`config.mk`:
```
export PLATFORM = sky130hd
export DESIGN_NAME = fir_out_fifo_flat
export DESIGN_NICKNAME = d
export VERILOG_FILES = /design/src/rtl/fir_pkg.sv /design/src/rtl/fir_out_fifo_if.sv /design/src/rtl/fir_fifo_mem.sv /design/src/rtl/fir_out_fifo.sv /design/src/flat_wrapper.sv
export SDC_FILE = /design/constraint.sdc
export NUM_CORES = 1
export LEC_CHECK = 0
export ABC_AREA = 1
export CAP_MARGIN = 20
export CORE_AREA = 2 2 107 109
export CTS_CLUSTER_SIZE = 12
export DETAILED_ROUTE_END_ITERATION = 8
export DIE_AREA = 0 0 109 111
export PLACE_DENSITY = 0.78
export SYNTH_ARGS = -nofsm -noshare
export SYNTH_HDL_FRONTEND = slang
export SYNTH_HIERARCHICAL = 1
export SYNTH_SLANG_ARGS = --single-unit
```
`constraint.sdc`:
```
create_clock -name CLK -period 2.4 [get_ports CLK]
set_input_delay 0.48 -clock CLK [delete_from_list [all_inputs] [get_ports CLK]]
set_output_delay 0.48 -clock CLK [all_outputs]
set_load 0.02 [all_outputs]
```
`src/rtl/fir_pkg.sv`:
```
// Shared definitions for the FIR output FIFO slice: default sizes, the sample
// type and the occupancy FSM encoding.
package fir_pkg;

   localparam int NB_DEFAULT    = 11;
   localparam int DEPTH_DEFAULT = 8;
   localparam int DROP_W        = 16;

   typedef logic [NB_DEFAULT-1:0] sample_t;

   typedef enum logic [1:0] {
      ST_EMPTY  = 2'd0,
      ST_ACTIVE = 2'd1,
      ST_FULL   = 2'd2
   } occ_state_t;

endpackage

```
`src/rtl/fir_out_fifo_if.sv`:
```
// Bundle between the FIR output FIFO (slave) and its producer/consumer side (master).
interface fir_out_fifo_if
   import fir_pkg::*;
#(
   parameter int NB    = NB_DEFAULT,
   parameter int DEPTH = DEPTH_DEFAULT
);

   localparam int LW = $clog2(DEPTH) + 1;

   logic [NB-1:0]     DIN;
   logic              VIN;
   logic [NB-1:0]     DOUT;
   logic              VOUT;
   logic              READY;
   logic [LW-1:0]     LEVEL;
   logic              OVF;
   logic [DROP_W-1:0] DROP_CNT;

   modport master (
      output DIN, VIN, READY,
      input  DOUT, VOUT, LEVEL, OVF, DROP_CNT
   );

   modport slave (
      input  DIN, VIN, READY,
      output DOUT, VOUT, LEVEL, OVF, DROP_CNT
   );

endinterface

```
`src/rtl/fir_fifo_mem.sv`:
```
// DEPTH x NB register file for the output FIFO: one synchronous write port and
// one asynchronous read port. Contents are intentionally not reset.
module fir_fifo_mem
   import fir_pkg::*;
#(
   parameter int NB    = NB_DEFAULT,
   parameter int DEPTH = DEPTH_DEFAULT,
   localparam int AW   = $clog2(DEPTH)
) (
   input  logic          CLK,
   input  logic          we,
   input  logic [AW-1:0] waddr,
   input  logic [NB-1:0] wdata,
   input  logic [AW-1:0] raddr,
   output logic [NB-1:0] rdata
);

   logic [NB-1:0] mem [DEPTH];

   always_ff @(posedge CLK) begin
      if (we) begin
         mem[waddr] <= wdata;
      end
   end

   assign rdata = mem[raddr];

endmodule

```
`src/rtl/fir_out_fifo.sv`:
```
// Show-ahead output FIFO behind the FIR filter: no backpressure toward the
// filter, so overflowing samples are dropped and counted.
module fir_out_fifo
   import fir_pkg::*;
#(
   parameter int NB    = NB_DEFAULT,
   parameter int DEPTH = DEPTH_DEFAULT
) (
   input logic           CLK,
   input logic           RST,
   fir_out_fifo_if.slave bus
);

   localparam int AW = $clog2(DEPTH);
   localparam int LW = AW + 1;

   occ_state_t        state;
   logic [AW-1:0]     wr_ptr;
   logic [AW-1:0]     rd_ptr;
   logic [AW-1:0]     rd_ptr_nxt;
   logic [LW-1:0]     level;
   logic [LW-1:0]     level_nxt;
   logic              vout_q;
   logic [NB-1:0]     dout_q;
   logic              ovf_q;
   logic [DROP_W-1:0] drop_cnt;
   logic              full;
   logic              push;
   logic              pop;
   logic              drop;
   logic              bypass;
   logic [NB-1:0]     rdata;
   logic [NB-1:0]     head_nxt;

   assign full = (level == LW'(DEPTH));
   assign pop  = vout_q & bus.READY;
   assign push = bus.VIN & (~full | pop);
   assign drop = bus.VIN & full & ~pop;

   assign rd_ptr_nxt = pop ? rd_ptr + AW'(1) : rd_ptr;

   // The incoming sample becomes the new head when nothing older survives this edge.
   assign bypass   = push & ((level == LW'(0)) | ((level == LW'(1)) & pop));
   assign head_nxt = bypass ? bus.DIN : rdata;

   always_comb begin
      level_nxt = level;
      if (push && !pop) begin
         level_nxt = level + LW'(1);
      end else if (pop && !push) begin
         level_nxt = level - LW'(1);
      end
   end

   fir_fifo_mem #(
      .NB    (NB),
      .DEPTH (DEPTH)
   ) u_mem (
      .CLK   (CLK),
      .we    (push),
      .waddr (wr_ptr),
      .wdata (bus.DIN),
      .raddr (rd_ptr_nxt),
      .rdata (rdata)
   );

   // Pointers, occupancy FSM, registered show-ahead outputs and overflow tracking.
   always_ff @(posedge CLK or posedge RST) begin
      if (RST) begin
         state    <= ST_EMPTY;
         wr_ptr   <= '0;
         rd_ptr   <= '0;
         level    <= '0;
         vout_q   <= 1'b0;
         dout_q   <= '0;
         ovf_q    <= 1'b0;
         drop_cnt <= '0;
      end else begin
         if (push) begin
            wr_ptr <= wr_ptr + AW'(1);
         end
         rd_ptr <= rd_ptr_nxt;
         level  <= level_nxt;
         vout_q <= (level_nxt != LW'(0));
         if (level_nxt != LW'(0)) begin
            dout_q <= head_nxt;
         end
         if (drop) begin
            ovf_q <= 1'b1;
            if (drop_cnt != '1) begin
               drop_cnt <= drop_cnt + DROP_W'(1);
            end
         end
         case (state)
            ST_EMPTY: begin
               if (push) begin
                  state <= ST_ACTIVE;
               end
            end
            ST_ACTIVE: begin
               if (pop && !push && level == LW'(1)) begin
                  state <= ST_EMPTY;
               end else if (push && !pop && level == LW'(DEPTH - 1)) begin
                  state <= ST_FULL;
               end
            end
            ST_FULL: begin
               if (pop && !push) begin
                  state <= ST_ACTIVE;
               end
            end
            default: state <= ST_EMPTY;
         endcase
      end
   end

   assign bus.DOUT     = dout_q;
   assign bus.VOUT     = vout_q;
   assign bus.LEVEL    = level;
   assign bus.OVF      = ovf_q;
   assign bus.DROP_CNT = drop_cnt;

endmodule

```
`src/flat_wrapper.sv`:
```
// flat-port wrapper written by rule: the top's interface ports become plain ports
module fir_out_fifo_flat import fir_pkg::*;
#(
   parameter int NB    = NB_DEFAULT,
   parameter int DEPTH = DEPTH_DEFAULT
)
  (CLK, RST, bus_DIN, bus_VIN, bus_READY, bus_DOUT, bus_VOUT, bus_LEVEL, bus_OVF, bus_DROP_CNT);
  fir_out_fifo_if #(.NB(NB), .DEPTH(DEPTH)) bus_i ();
  input logic CLK;
  input logic RST;
  input wire logic [$bits(bus_i.DIN)-1:0] bus_DIN;
  input wire logic [$bits(bus_i.VIN)-1:0] bus_VIN;
  input wire logic [$bits(bus_i.READY)-1:0] bus_READY;
  output wire logic [$bits(bus_i.DOUT)-1:0] bus_DOUT;
  output wire logic [$bits(bus_i.VOUT)-1:0] bus_VOUT;
  output wire logic [$bits(bus_i.LEVEL)-1:0] bus_LEVEL;
  output wire logic [$bits(bus_i.OVF)-1:0] bus_OVF;
  output wire logic [$bits(bus_i.DROP_CNT)-1:0] bus_DROP_CNT;
  assign bus_i.DIN = bus_DIN;
  assign bus_i.VIN = bus_VIN;
  assign bus_i.READY = bus_READY;
  assign bus_DOUT = bus_i.DOUT;
  assign bus_VOUT = bus_i.VOUT;
  assign bus_LEVEL = bus_i.LEVEL;
  assign bus_OVF = bus_i.OVF;
  assign bus_DROP_CNT = bus_i.DROP_CNT;
  fir_out_fifo #(.NB(NB), .DEPTH(DEPTH)) u_core (.CLK(CLK), .RST(RST), .bus(bus_i));
endmodule
```
-- Word-level counts from Yosys, hierarchy flattened
Memories as Yosys holds them, arrays and structs flattened.
Cells that the tools add are included.
- $add $sub $neg: 5
- equality and inequality tests: 3
- muxes and demuxes: 6
- bitwise gates (word level): 10
- reduce and logical (&&, ||, !) cells: 7
- operators with widths (cell ; number):
    $add A16 B1 Y16 const B ; 1
    $ne A16 B16 Y1 const B ; 1
    $mux W11 ; 1
    $mux W4 ; 2
    $add A3 B1 Y3 const B ; 2
    $and A1 B1 Y1 ; 6
    $add A4 B1 Y4 const B ; 1
    $eq A4 B1 Y1 const B ; 1
    $eq A4 B4 Y1 const B ; 1
    $logic_not A4 Y1 ; 1
    $reduce_bool A4 Y1 ; 1
    $sub A4 B1 Y4 const B ; 1
    $mux W3 ; 1
    $logic_and A1 B1 Y1 ; 2
    $logic_not A1 Y1 ; 2
    $mux W1 ; 2
    $not A1 Y1 ; 2
    $or A1 B1 Y1 ; 2
    $reduce_and A2 Y1 ; 1
- flip-flop bits (word level): 39
- bits in writable memories: 88
- bits of input ports: 15
- word-level logic and storage cells: 39
- memories: 1
- memories (memory ; depth ; width ; read ports ; clocked after Yosys merged registers in ; wr ports ; line ; RTL):
    u_core.u_mem.mem ; 8 ; 11 ; 1 ; 0 ; 1 ; fir_fifo_mem.sv:18 ; logic [NB-1:0] mem [DEPTH];

-- Longest topological paths before layout
Gate-level depths: netlist of run 1.
- depth in word-level cells: 9
- gate-level depth with buffers: 14
- depth with buffers taken out: 13

-- By module
The synthesis of run 1 kept the hierarchy.
- modules (own cells, without submodules) (module ; times used ; cells each ; area each (um^2)):
    fir_fifo_mem ; 1 ; 398 ; 3918.8
    fir_out_fifo ; 1 ; 283 ; 2301.0

-- Worst setup path after synthesis of run 1
OpenSTA, ideal clock, no wires.
- kind: register -> register
- from: register u_core.level[0], in the netlist u_core/bus.LEVEL[0]
- to: memory u_core/u_mem/mem[1][0] (netlist name), enable pin
- library setup time: 0.378 ns
- arrival time: 1.831 ns
- data required time: 2.022 ns
- path slack: 0.191 ns
- stages on the path, launching flop included: 8
- path through: dfrtp_1 inv_1 ha_1 nand3_4 o21ai_2 inv_1 nand2_1 nor2_1
- word-level cells in the longest chain between the ends: 6
- ends and longest elaborated chain (element ; line ; RTL):
    start, declared ; fir_out_fifo.sv:21 ; logic [LW-1:0] level;
    start signal, assigned ; fir_out_fifo.sv:83 ; level <= level_nxt;
    $eq A4 B4 Y1 ; fir_out_fifo.sv:35 ; assign full = (level == LW'(DEPTH));
    $not A1 Y1 ; fir_out_fifo.sv:37 ; assign push = bus.VIN & (~full | pop);
    $or A1 B1 Y1 ; fir_out_fifo.sv:37 ;
    $and A1 B1 Y1 ; fir_out_fifo.sv:37 ;
    named net u_core.push ; fir_out_fifo.sv:28 ; logic push;
    $mux W1 ; fir_fifo_mem.sv:21 ; if (we) begin
    $mux W1 (implied by the code) ; fir_fifo_mem.sv:22 ; mem[waddr] <= wdata;
    end, declared ; fir_fifo_mem.sv:18 ;
The timed path passes the listed nets, and every way through them passes these cells.

-- Worst setup path after layout of run 1
- from: input bus_READY
- to: register u_core.dout_q[3], in the netlist u_core/bus.DOUT[3]
- RTL lines (element ; line ; RTL):
    start, declared ; flat_wrapper.sv:13 ; input wire logic [$bits(bus_i.READY)-1:0] bus_READY;
    $and A1 B1 Y1 ; fir_out_fifo.sv:36 ; assign pop = vout_q & bus.READY;
    $mux W3 ; fir_out_fifo.sv:40 ; assign rd_ptr_nxt = pop ? rd_ptr + AW'(1) : rd_ptr;
    named net u_core.rd_ptr_nxt[2] ; fir_out_fifo.sv:20 ; logic [AW-1:0] rd_ptr_nxt;
    $mem_v2 Z8 W11 ; n/a ;
    named net u_core.rdata[3] ; fir_out_fifo.sv:32 ; logic [NB-1:0] rdata;
    $mux W11 ; fir_out_fifo.sv:44 ; assign head_nxt = bypass ? bus.DIN : rdata;
    end signal, assigned ; fir_out_fifo.sv:86 ; dout_q <= head_nxt;
    end, declared ; fir_out_fifo.sv:24 ; logic [NB-1:0] dout_q;
The timed path passes the listed nets, and every way through them passes these cells.
A chain may end at the register's enable or synchronous reset.

==> metrics.txt, run 1 <==
syn nets=703; Fin. Hold Viols=0; drt total wl=14.1 mm; remaining antenna violation count=0; via count=4,776; clock latency on the worst-skew pair=410 ps; met2 Resource Use GR=0.401; leakage=3.55 nW; crit-path max cell delay=490 ps; cts hold-fix bufs=0; sequential share of power=0.291; Slew headroom=0.523; Worst-Margin Slew=715 ps; fraction of layout cells with a size suffix above 1=0.115; Top FF cell, synth=edfxtp_1; critical path class=in2reg; synthesis-stage register bit count=127; drt first pass iters=4; Area Overhead vs Synth=23.7%; fin crit share=0.929; outcome=finished clean; number of max-capacitance violations reported=0; Net Sw Power=4.27 mW; Comb pwr share=0.463; Port-buffer cells=47; fin nets=780; drt via density=5.23; core area=0.0111 mm^2; DRC viols=0; CTS tree=built; Starting Density=0.562; GR Util All Layers=0.251; Die Y=111 um; clock share of power=0.246; Max Buffers Root-to-Sink=2; count of flip-flops with a built-in enable after synthesis=88; max frequency=449 MHz; most used routing layer=met2; FP Rows=39; RSZ-0062 raised after global routing=false; skew final=7.32 ps; Mapped Cells=681; met3 Resource Use GR=0.0558; Setup TNS=0 ps; CP dominant cell by count=nand2_1; register area share after synthesis=0.582; Die W=109 um; hold crit path type=reg2reg; clk sinks=127; H-tree levels=4; Remaining Overflow, GRT=0; Pint=6.56 mW; YS warnings=6; Placer Congestion=0.920; Reg clk slew, reported paths=60 ps; postcts setup bufs=0; post-layout min period=2230 ps; Critical Path End Type=flop; initial antenna violation count=0; PwrDens=1410 mW/mm^2; CTS root buf=clkbuf_16; ys async rst share=0.307; DR WL/cell=15.4 um; number of buffers created by CTS=17; worst vdd ir=0.788 mV; Worst Path Arrival=2530 ps; synthesized area per cell=9.13 um^2; diode count=0; die area=0.0121 mm^2; CP max FO=6; post_cts resized=0; routing usage on met1=0.339; dpl hpwl=9.30 mm; post-synth cell types=29; first-pass GRT wire length=22.8 mm; Synth Cell Area=0.00622 mm^2; number of global-route vias before repair=4,629; post-place setup slack=-193 ps; Startpoint Class=primary input; Slew Viols, Final=0; worst setup margin=171 ps; Slowest cell on crit path=clkdlybuf4s50_1; 1st-iter DRT viols=394; CP required=2700 ps; worst-path cell chain=clkdlybuf4s50_1, nand2_2, inv_2, nand2_1, xnor2_1, inv_1, buf_4, nand2_1, nand2_1, inv_1, o21ai_0, nand2_1, nand2_1; Top-Level Pins=48; Net Sw Frac=0.394; final setup fails=0; maximum number of pins on one net before global-route repair=40
[layout by cell type, fill, tap and decap left out, drive strengths merged]
master / count
ha: 7
inv: 124
nor3: 7
dfrtp: 39
o21ai: 21
nand3: 60
xnor2: 14
clkinvlp: 2
nand2: 251
clkbuf: 20
nor2: 22
buf: 35
a21o: 1
nand4: 16
xor2: 5
bufinv: 4
clkinv: 6
a21oi: 2
edfxtp: 88
clkdlybuf4s50: 47
[Yosys cell counts, types with 3 or more instances]
cell        n  area share
nand2_1   245        0.15
inv_1     120       0.072
edfxtp_1   88        0.42
nand3_1    55       0.044
dfrtp_1    39        0.16
nor2_1     20       0.012
o21ai_0    17       0.014
nand4_1    16       0.016
xnor2_1    14       0.020
buf_2       8      0.0064
buf_6       8       0.014
ha_1        7       0.014
nand2_2     6      0.0060
nor3_1      6      0.0048
buf_4       5      0.0060
xor2_1      5      0.0070
o21ai_2     4      0.0056
nand3_4     3      0.0084
[power by group through the flow]
stage          registers (mW)  logic, mW  clock network (mW)
2_1_floorplan            3.38       2.99                   0
3_3_place_gp             3.16       4.74                   0
3_5_place_dp             3.19       4.86                   0
4_1_cts                  3.15       4.97                2.69
5_1_grt                  3.19       5.50                2.81
6_report                 3.15       5.01                2.67
[per-stage QoR]
stage / total power, mW / utilization / std cells / hold slack, ps / instance area [um^2]
after global placement: 7.90 / 0.638 / 882 / 448 / 7070
after CTS: 10.8 / 0.695 / 914 / 464 / 7690
after global routing: 11.5 / 0.695 / 914 / 484 / 7690
after detailed placement: 8.05 / 0.638 / 882 / 469 / 7070
final: 10.8 / 0.695 / 914 / 457 / 7690
after floorplan: 6.37 / - / 681 / 479 / 6220
[cell type report]
type,count,area (um^2)
inverter,124,470
tap,143,179
timing repair buffer,82,846
fill,781,3380
clock buffer,20,457
sequential,127,3620
clock inverter,12,166
multi-input combinational,406,1960
[critical path: cells and delay by family]
family,cells,cell delay (ps)
buf+inv,5,1100
compound gates,1,90
xor+xnor,1,330
simple gates,6,530
[state kept, by name, indices dropped and copies added (netlist names)]
name / count
u_core/u_mem/mem: 88
u_core/bus.DROP_CNT: 16
u_core/bus.DOUT: 11
u_core/bus.LEVEL: 4
u_core/rd_ptr: 3
u_core/wr_ptr: 3
u_core/bus.OVF: 1
u_core/bus.VOUT: 1
[path summary, 6_finish.rpt]
check,start,endpoint,slack (ps),cells after the start
worst max-delay path,bus_READY,u_core/bus.DOUT[3],170,13
worst min register to register,u_core/bus.OVF,u_core/bus.OVF,460,1
worst max register to register,u_core/bus.LEVEL[1],u_core/u_mem/mem[1][1],250,9
min in group asynchronous,RST,u_core/bus.LEVEL[0],480,3
max in group asynchronous,RST,u_core/bus.DOUT[6],1570,3
worst min-delay path,u_core/bus.OVF,u_core/bus.OVF,460,1
[metal layers]
layer  part of all wire  routed length, um  vias to the layer above
li1                   -                  -                     2299
met3              0.066                936                       27
met1               0.42               5960                     2276
met2               0.49               6890                      174
met4              0.021                290                        0
met5                  0                  0                        -
[cells by family (layout without fill, tap and decap cells)]
| kind of cell | Yosys count | in the layout | share of synthesized area |
|---|---|---|---|
| AND/OR/NAND/NOR | 356 | 356 | 0.248 |
| buffers and inverters | 148 | 238 | 0.105 |
| flip-flops | 127 | 127 | 0.582 |
| AO/OA/AOI/OAI | 24 | 24 | 0.0245 |
| XOR/XNOR | 19 | 19 | 0.0268 |
| adder cells (fa/ha/maj) | 7 | 7 | 0.0141 |
Note: power is estimated with default switching activity, not from simulation.
==> run 2: changes to the inputs <==
--- a/config.mk
+++ b/config.mk
@@ -5,12 +5,12 @@
 export SDC_FILE = /design/constraint.sdc
 export NUM_CORES = 1
 export LEC_CHECK = 0
-export ABC_AREA = 1
 export CAP_MARGIN = 20
-export CORE_AREA = 2 2 107 109
+export CORE_AREA = 2 2 101 103
 export CTS_CLUSTER_SIZE = 12
 export DETAILED_ROUTE_END_ITERATION = 8
-export DIE_AREA = 0 0 109 111
+export DIE_AREA = 0 0 103 105
+export GPL_TIMING_DRIVEN = 0
 export PLACE_DENSITY = 0.78
 export SYNTH_ARGS = -nofsm -noshare
 export SYNTH_HDL_FRONTEND = slang
==> metrics.txt, run 2 <==
outcome=finished, violations left; failing checks=setup timing; DR WL/cell=22.3 um (+45%); Largest register FFs=88 (unchanged); Remaining Overflow, GRT=0 (unchanged); worst hold-check slack=451 ps (-5.83 ps); Port-buffer cells=47 (unchanged); FP Rows=36 (-7.7%); Top-Level Pins=48 (unchanged); ys async rst share=0.307 (unchanged); reg2reg start=u_core/bus.VOUT; drt total wl=12.0 mm (-15%); top-count cell post-synth=edfxtp_1; Starting Density=0.562 (about the same); syn nets=317 (-55%); number of global-route vias before repair=3,237 (-30%); fraction of layout cells with a size suffix above 1=0.378 (+0.263); Area Overhead vs Synth=31.6%; drt first pass iters=5 (+1); clock latency on the worst-skew pair=510 ps (+100 ps); first-pass GRT wire length=18.4 mm (-19%); worst setup margin=-51.5 ps (-223 ps); Pwr Total=10.2 mW (-6.2%); drt via density=5.73 (+9.6%); Top FF cell, synth=edfxtp_1; final instance area=0.00712 mm^2 (-7.4%); maximum number of pins on one net before global-route repair=40 (unchanged); via count=3,092 (-35%); YS warnings=6 (unchanged); core area=0.00964 mm^2 (-13%); top cell type's share of synthesized area=0.488 (+0.0632); register area share after synthesis=0.668 (+0.0866); die area=0.0108 mm^2 (-11%); DRC viols=0 (unchanged); H-tree levels=4 (unchanged); count of flip-flops with a built-in enable after synthesis=88 (unchanged); Fin. Hold Viols=0 (unchanged); Max Buffers Root-to-Sink=2 (unchanged); register with the most flip-flops=u_core/u_mem/mem; CTS tree=built; Post-synth top cells=edfxtp_1 (88), dfrtp_1 (39), mux2_2 (27); final setup fails=5 (+5); number of max-capacitance violations reported=0 (unchanged); R2R Path End=u_core/bus.DOUT[4]; remaining antenna violation count=0 (unchanged); leakage=2.70 nW (-24%); Synth area leaders=edfxtp_1 (49%), dfrtp_1 (18%), mux4_1 (11%); Worst Path Arrival=2850 ps (+320 ps); CP required=2800 ps (+100 ps); cts hold-fix bufs=0 (unchanged); fin nets=416 (-47%); Reg clk slew, reported paths=60 ps (about the same); Placer Congestion=0.817 (-11%); 1st-iter DRT viols=168 (-57%); CTS root buf=clkbuf_8; hold crit path type=in2async; post-synth cell types=38 (+31%); synthesis-stage register bit count=127 (unchanged); Die W=103 um (-5.5%); max frequency=408 MHz (-9.1%); layout filler cell count=581 (-26%); diode count=0 (unchanged); PwrDens=1430 mW/mm^2 (+1.3%); Slew headroom=0.441 (-0.0830); Synth Cell Area=0.00541 mm^2 (-13%); worst-case reg-to-reg path depth=8 (-1); RSZ-0062 raised after global routing=true; commonest cells after routing, fill and taps aside=edfxtp_1 (88), clkdlybuf4s50_1 (46), dfrtp_1 (36); Critical Path End Type=flop; crit path from=u_core/bus.VOUT; GR Util All Layers=0.239 (-0.0122); Yosys top cell by area=edfxtp_1; dpl hpwl=6.32 mm (-32%); Slew Viols, Final=0 (unchanged); fin crit share=1.02 (+0.0929); clk sinks=127 (unchanged); worst vdd ir=0.706 mV (-10%); post-layout min period=2450 ps (+223 ps); CP max FO=5 (-1); Worst-Margin Slew=838 ps (+123 ps); synthesized area per cell=18.4 um^2 (+100%); Mapped Cells=295 (-57%); skew final=8.62 ps (+1.30 ps); Die Y=105 um (-5.4%); initial antenna violation count=0 (unchanged); dpl cell area=0.00606 mm^2 (-14%); flop-to-flop setup slack=-50 ps (-300 ps); critical path class=reg2reg; number of buffers created by CTS=17 (unchanged); Startpoint Class=flop; most common cell after layout, fill and taps aside=edfxtp_1
-- run 2: changes by cell type in the layout (fill, tap and decap cells not counted), moves of 16 or more --
cell     before  now
nand2_1     245    8
inv_1       120    3
nand3_1      55    5
mux4_2        0   22
mux2_4        0   20
o21ai_0      17    0
mux2_2        0   16
nor2_1       20    4
-- run 2: worst max path at each step --
stage	endpoint	slack (ps)
after CTS	u_core/bus.DOUT[3]	-50
after floorplan	u_core/u_mem/mem[1][0]	-110
after global placement	u_core/bus.DOUT[8]	-910
after detailed placement	u_core/bus.DOUT[6]	-940
after global routing	u_core/bus.DOUT[4]	-70
final	u_core/bus.DOUT[4]	-50
-- run 2: worst max-delay path: stages (launching register included) --
cell and delay, ps:
dfrtp_2 400, nand2_4 80, xnor2_4 200, buf_12 160, clkbuf_16 160, mux4_2 490, mux2_2 280, mux2_4 280
mux2_4 270
-- run 2: cells by family (layout without fill, tap and decap cells) --
kind of cell / after synthesis / count (layout) / share of synthesized area
compound gates: 14 / 14 / 0.0201
mux: 58 / 58 / 0.188
buf+inv: 11 / 123 / 0.0120
fa+ha+maj: 7 / 7 / 0.0162
xor+xnor: 22 / 22 / 0.0356
flops: 127 / 127 / 0.668
simple gates: 56 / 56 / 0.0599
-- run 2: power breakdown --
part           switching, mW  total [mW]  internal [mW]
logic                   1.90        4.60           2.70
clock network          0.920        2.40           1.48
registers              0.326        3.15           2.83
-- run 2: layout make-up --
cell class	instances	area [um^2]	area share
sequential	127	3620	0.509
multi-input combinational	157	1850	0.259
timing repair buffer	80	807	0.113
clock buffer	25	518	0.0727
tap	133	166	0.0234
buffer	7	98.8	0.0139
clock inverter	7	47.5	0.00667
inverter	4	15.0	0.00211
-- run 2: through the flow --
stage          utilization  std cells  setup WS [ps]  setup TNS (ps)
2_1_floorplan            -        295           -112           -8850
3_3_place_gp         0.624        475           -913          -78100
3_5_place_dp         0.629        479           -939          -66850
4_1_cts              0.720        531          -47.6            -157
5_1_grt              0.739        540          -67.3            -590
6_report             0.739        540          -51.5            -103
-- run 2: per-layer routing --
| metal | GRT usage | routed length, um | up-vias |
|---|---|---|---|
| met5 | 0 | 0 | - |
| met4 | 0.0808 | 173 | 0 |
| met3 | 0.0783 | 773 | 15 |
| met2 | 0.372 | 6310 | 116 |
| met1 | 0.317 | 4770 | 1605 |
| li1 | - | - | 1356 |
-- run 2: what timing repair did --
item / 4_1_cts / 5_1_grt
resized for setup: 39 / 24
cloned: 1 / 2
setup endpoints to repair: 99 / 52
pin swaps: 7 / 8
setup buffers: 19 / 7
==> run 3: changes to the inputs <==
--- a/config.mk
+++ b/config.mk
@@ -10,7 +10,7 @@
 export CTS_CLUSTER_SIZE = 12
 export DETAILED_ROUTE_END_ITERATION = 8
 export DIE_AREA = 0 0 103 105
-export GPL_TIMING_DRIVEN = 0
+export GPL_TIMING_DRIVEN = 1
 export PLACE_DENSITY = 0.78
 export SYNTH_ARGS = -nofsm -noshare
 export SYNTH_HDL_FRONTEND = slang
==> metrics.txt, run 3 (synthesis gave the netlist of run 2 again) <==
via count=2,996 (-3.1%); R2R Path End=u_core/bus.DOUT[1]; hold crit path type=in2async; core area=0.00964 mm^2 (unchanged); commonest cells after routing, fill and taps aside=edfxtp_1 (88), clkdlybuf4s50_1 (46), dfrtp_1 (37); H-tree levels=4 (unchanged); reg2reg start=u_core/rd_ptr[0]; Critical Path End Type=flop; Starting Density=0.562 (unchanged); CTS root buf=clkbuf_8; CP required=2800 ps (about the same); Reg clk slew, reported paths=60 ps (about the same); PwrDens=1400 mW/mm^2 (-1.8%); first-pass GRT wire length=17.6 mm (-4.5%); fin nets=415 (-0.24%); worst setup margin=7.95 ps (+59.5 ps); remaining antenna violation count=0 (unchanged); post-layout min period=2390 ps (-59.5 ps); max frequency=418 MHz (+2.5%); Startpoint Class=flop; GR Util All Layers=0.226 (-0.0124); Setup TNS=0 ps (+103 ps); outcome=finished clean; Die W=103 um (unchanged); worst hold-check slack=391 ps (-59.7 ps); placed cell count=503 (+5.0%); register with the most flip-flops=u_core/u_mem/mem; skew final=12.5 ps (+3.92 ps); Pint=6.94 mW (-1.1%); most common cell after layout, fill and taps aside=edfxtp_1; Max Buffers Root-to-Sink=2 (unchanged); Slowest cell on crit path=dfrtp_2; worst vdd ir=0.689 mV (-2.4%); DRC viols=0 (unchanged); Top-Level Pins=48 (unchanged); Placer Congestion=0.786 (-3.8%); flop-to-flop setup slack=8 ps (+60 ps); worst-path cell chain=ha_4, nand3_2, xnor2_2, buf_6, buf_12, mux4_2, mux2_4, mux2_4, mux2_4; dpl cell area=0.00629 mm^2 (+3.8%); Net Sw Power=2.88 mW (-8.5%); Remaining Overflow, GRT=0 (unchanged); CP dominant cell by count=mux2_4; fraction of layout cells with a size suffix above 1=0.345 (-0.0336); Worst Path Arrival=2790 ps (-60 ps); Area Overhead vs Synth=29.5%; Pwr Total=9.81 mW (-3.4%); clock latency on the worst-skew pair=520 ps (about the same); leakage=2.65 nW (-1.5%); clk sinks=127 (unchanged); drt first pass iters=4 (-1); diode count=0 (unchanged); Fin. Hold Viols=0 (unchanged); DR WL/cell=20.6 um (-7.8%); die area=0.0108 mm^2 (unchanged); initial antenna violation count=0 (unchanged); clock share of power=0.265 (+0.028); Worst-Margin Slew=544 ps (-294 ps); layout filler cell count=562 (-3.3%); critical path class=reg2reg; final setup fails=0 (-5); fin util=0.728 (-0.0114); worst-case reg-to-reg path depth=9 (+1); fin crit share=0.997 (-0.0248); Largest register FFs=88 (unchanged); sequential share of power=0.315 (+0.004); Port-buffer cells=47 (unchanged); Slew headroom=0.637 (+0.197); 1st-iter DRT viols=211 (+26%); crit-path max cell delay=420 ps (-70 ps); maximum number of pins on one net before global-route repair=40 (unchanged); final non-filler cell total=539 (-0.19%); CTS tree=built; RSZ-0062 raised after global routing=true; drt total wl=11.1 mm (-8.0%); Comb pwr share=0.420 (-0.033); final instance area=0.00701 mm^2 (-1.5%); Net Sw Frac=0.293 (-0.0164); Die Y=105 um (unchanged); CP max FO=12 (+7); dpl hpwl=6.84 mm (+8.1%); FP Rows=36 (unchanged); cts hold-fix bufs=0 (unchanged); number of global-route vias before repair=3,248 (+0.34%); drt via density=5.56 (-2.9%); number of buffers created by CTS=17 (unchanged); Slew Viols, Final=0 (unchanged); post-place setup slack=-649 ps (+289 ps); number of max-capacitance violations reported=0 (unchanged)
[run 3: what timing repair did]
item                                   4_1_cts  5_1_grt
buffers inserted                             2        1
pin swaps                                    3        1
gates cloned                                 2        0
gates resized for setup                     12        7
setup endpoints to repair                   11       11
endpoints found under the hold margin        0        0
[run 3: how the worst max path moves through the flow]
stage,from,endpoint
after detailed placement,bus_READY,u_core/bus.DOUT[1]
final,u_core/rd_ptr[0],u_core/bus.DOUT[1]
after global routing,u_core/bus.VOUT,u_core/bus.DOUT[10]
after global placement,bus_READY,u_core/bus.DOUT[10]
after floorplan,u_core/bus.LEVEL[0],u_core/u_mem/mem[1][0]
after CTS,u_core/rd_ptr[0],u_core/bus.DOUT[8]
[run 3: power by group through the flow]
stage / clock network, mW / registers (mW) / logic, mW
floorplan: 0 / 3.28 / 2.35
global placement: 0 / 3.10 / 3.58
detailed placement: 0 / 3.12 / 3.69
CTS: 2.65 / 3.10 / 4.09
global route: 2.74 / 3.15 / 4.38
finish: 2.60 / 3.10 / 4.12
[run 3: cell type report]
class | instances | area [um^2] | area share
Sequential cell | 127 | 3620 | 0.516
Multi-Input combinational cell | 157 | 1750 | 0.250
Timing Repair Buffer | 86 | 852 | 0.121
Clock buffer | 18 | 418 | 0.0596
Clock inverter | 14 | 188 | 0.0268
Tap cell | 133 | 166 | 0.0237
Inverter | 4 | 15.0 | 0.00214
[run 3: critical path: cells and delay by family, from the launching register on]
kind	cells	cell delay, ps
buffers and inverters	2	300
adders and majority gates	1	150
xor gates and xnor gates	1	170
and+or+nand+nor	1	90
muxes	4	1130
DFF	1	420
[run 3: routing by layer]
layer | up-vias | GRT usage | wire length, um
met5 | - | 0 | 0
met1 | 1534 | 0.298 | 4500
li1 | 1357 | - | -
met4 | 0 | 0.0742 | 131
met3 | 12 | 0.0656 | 618
met2 | 93 | 0.362 | 5820
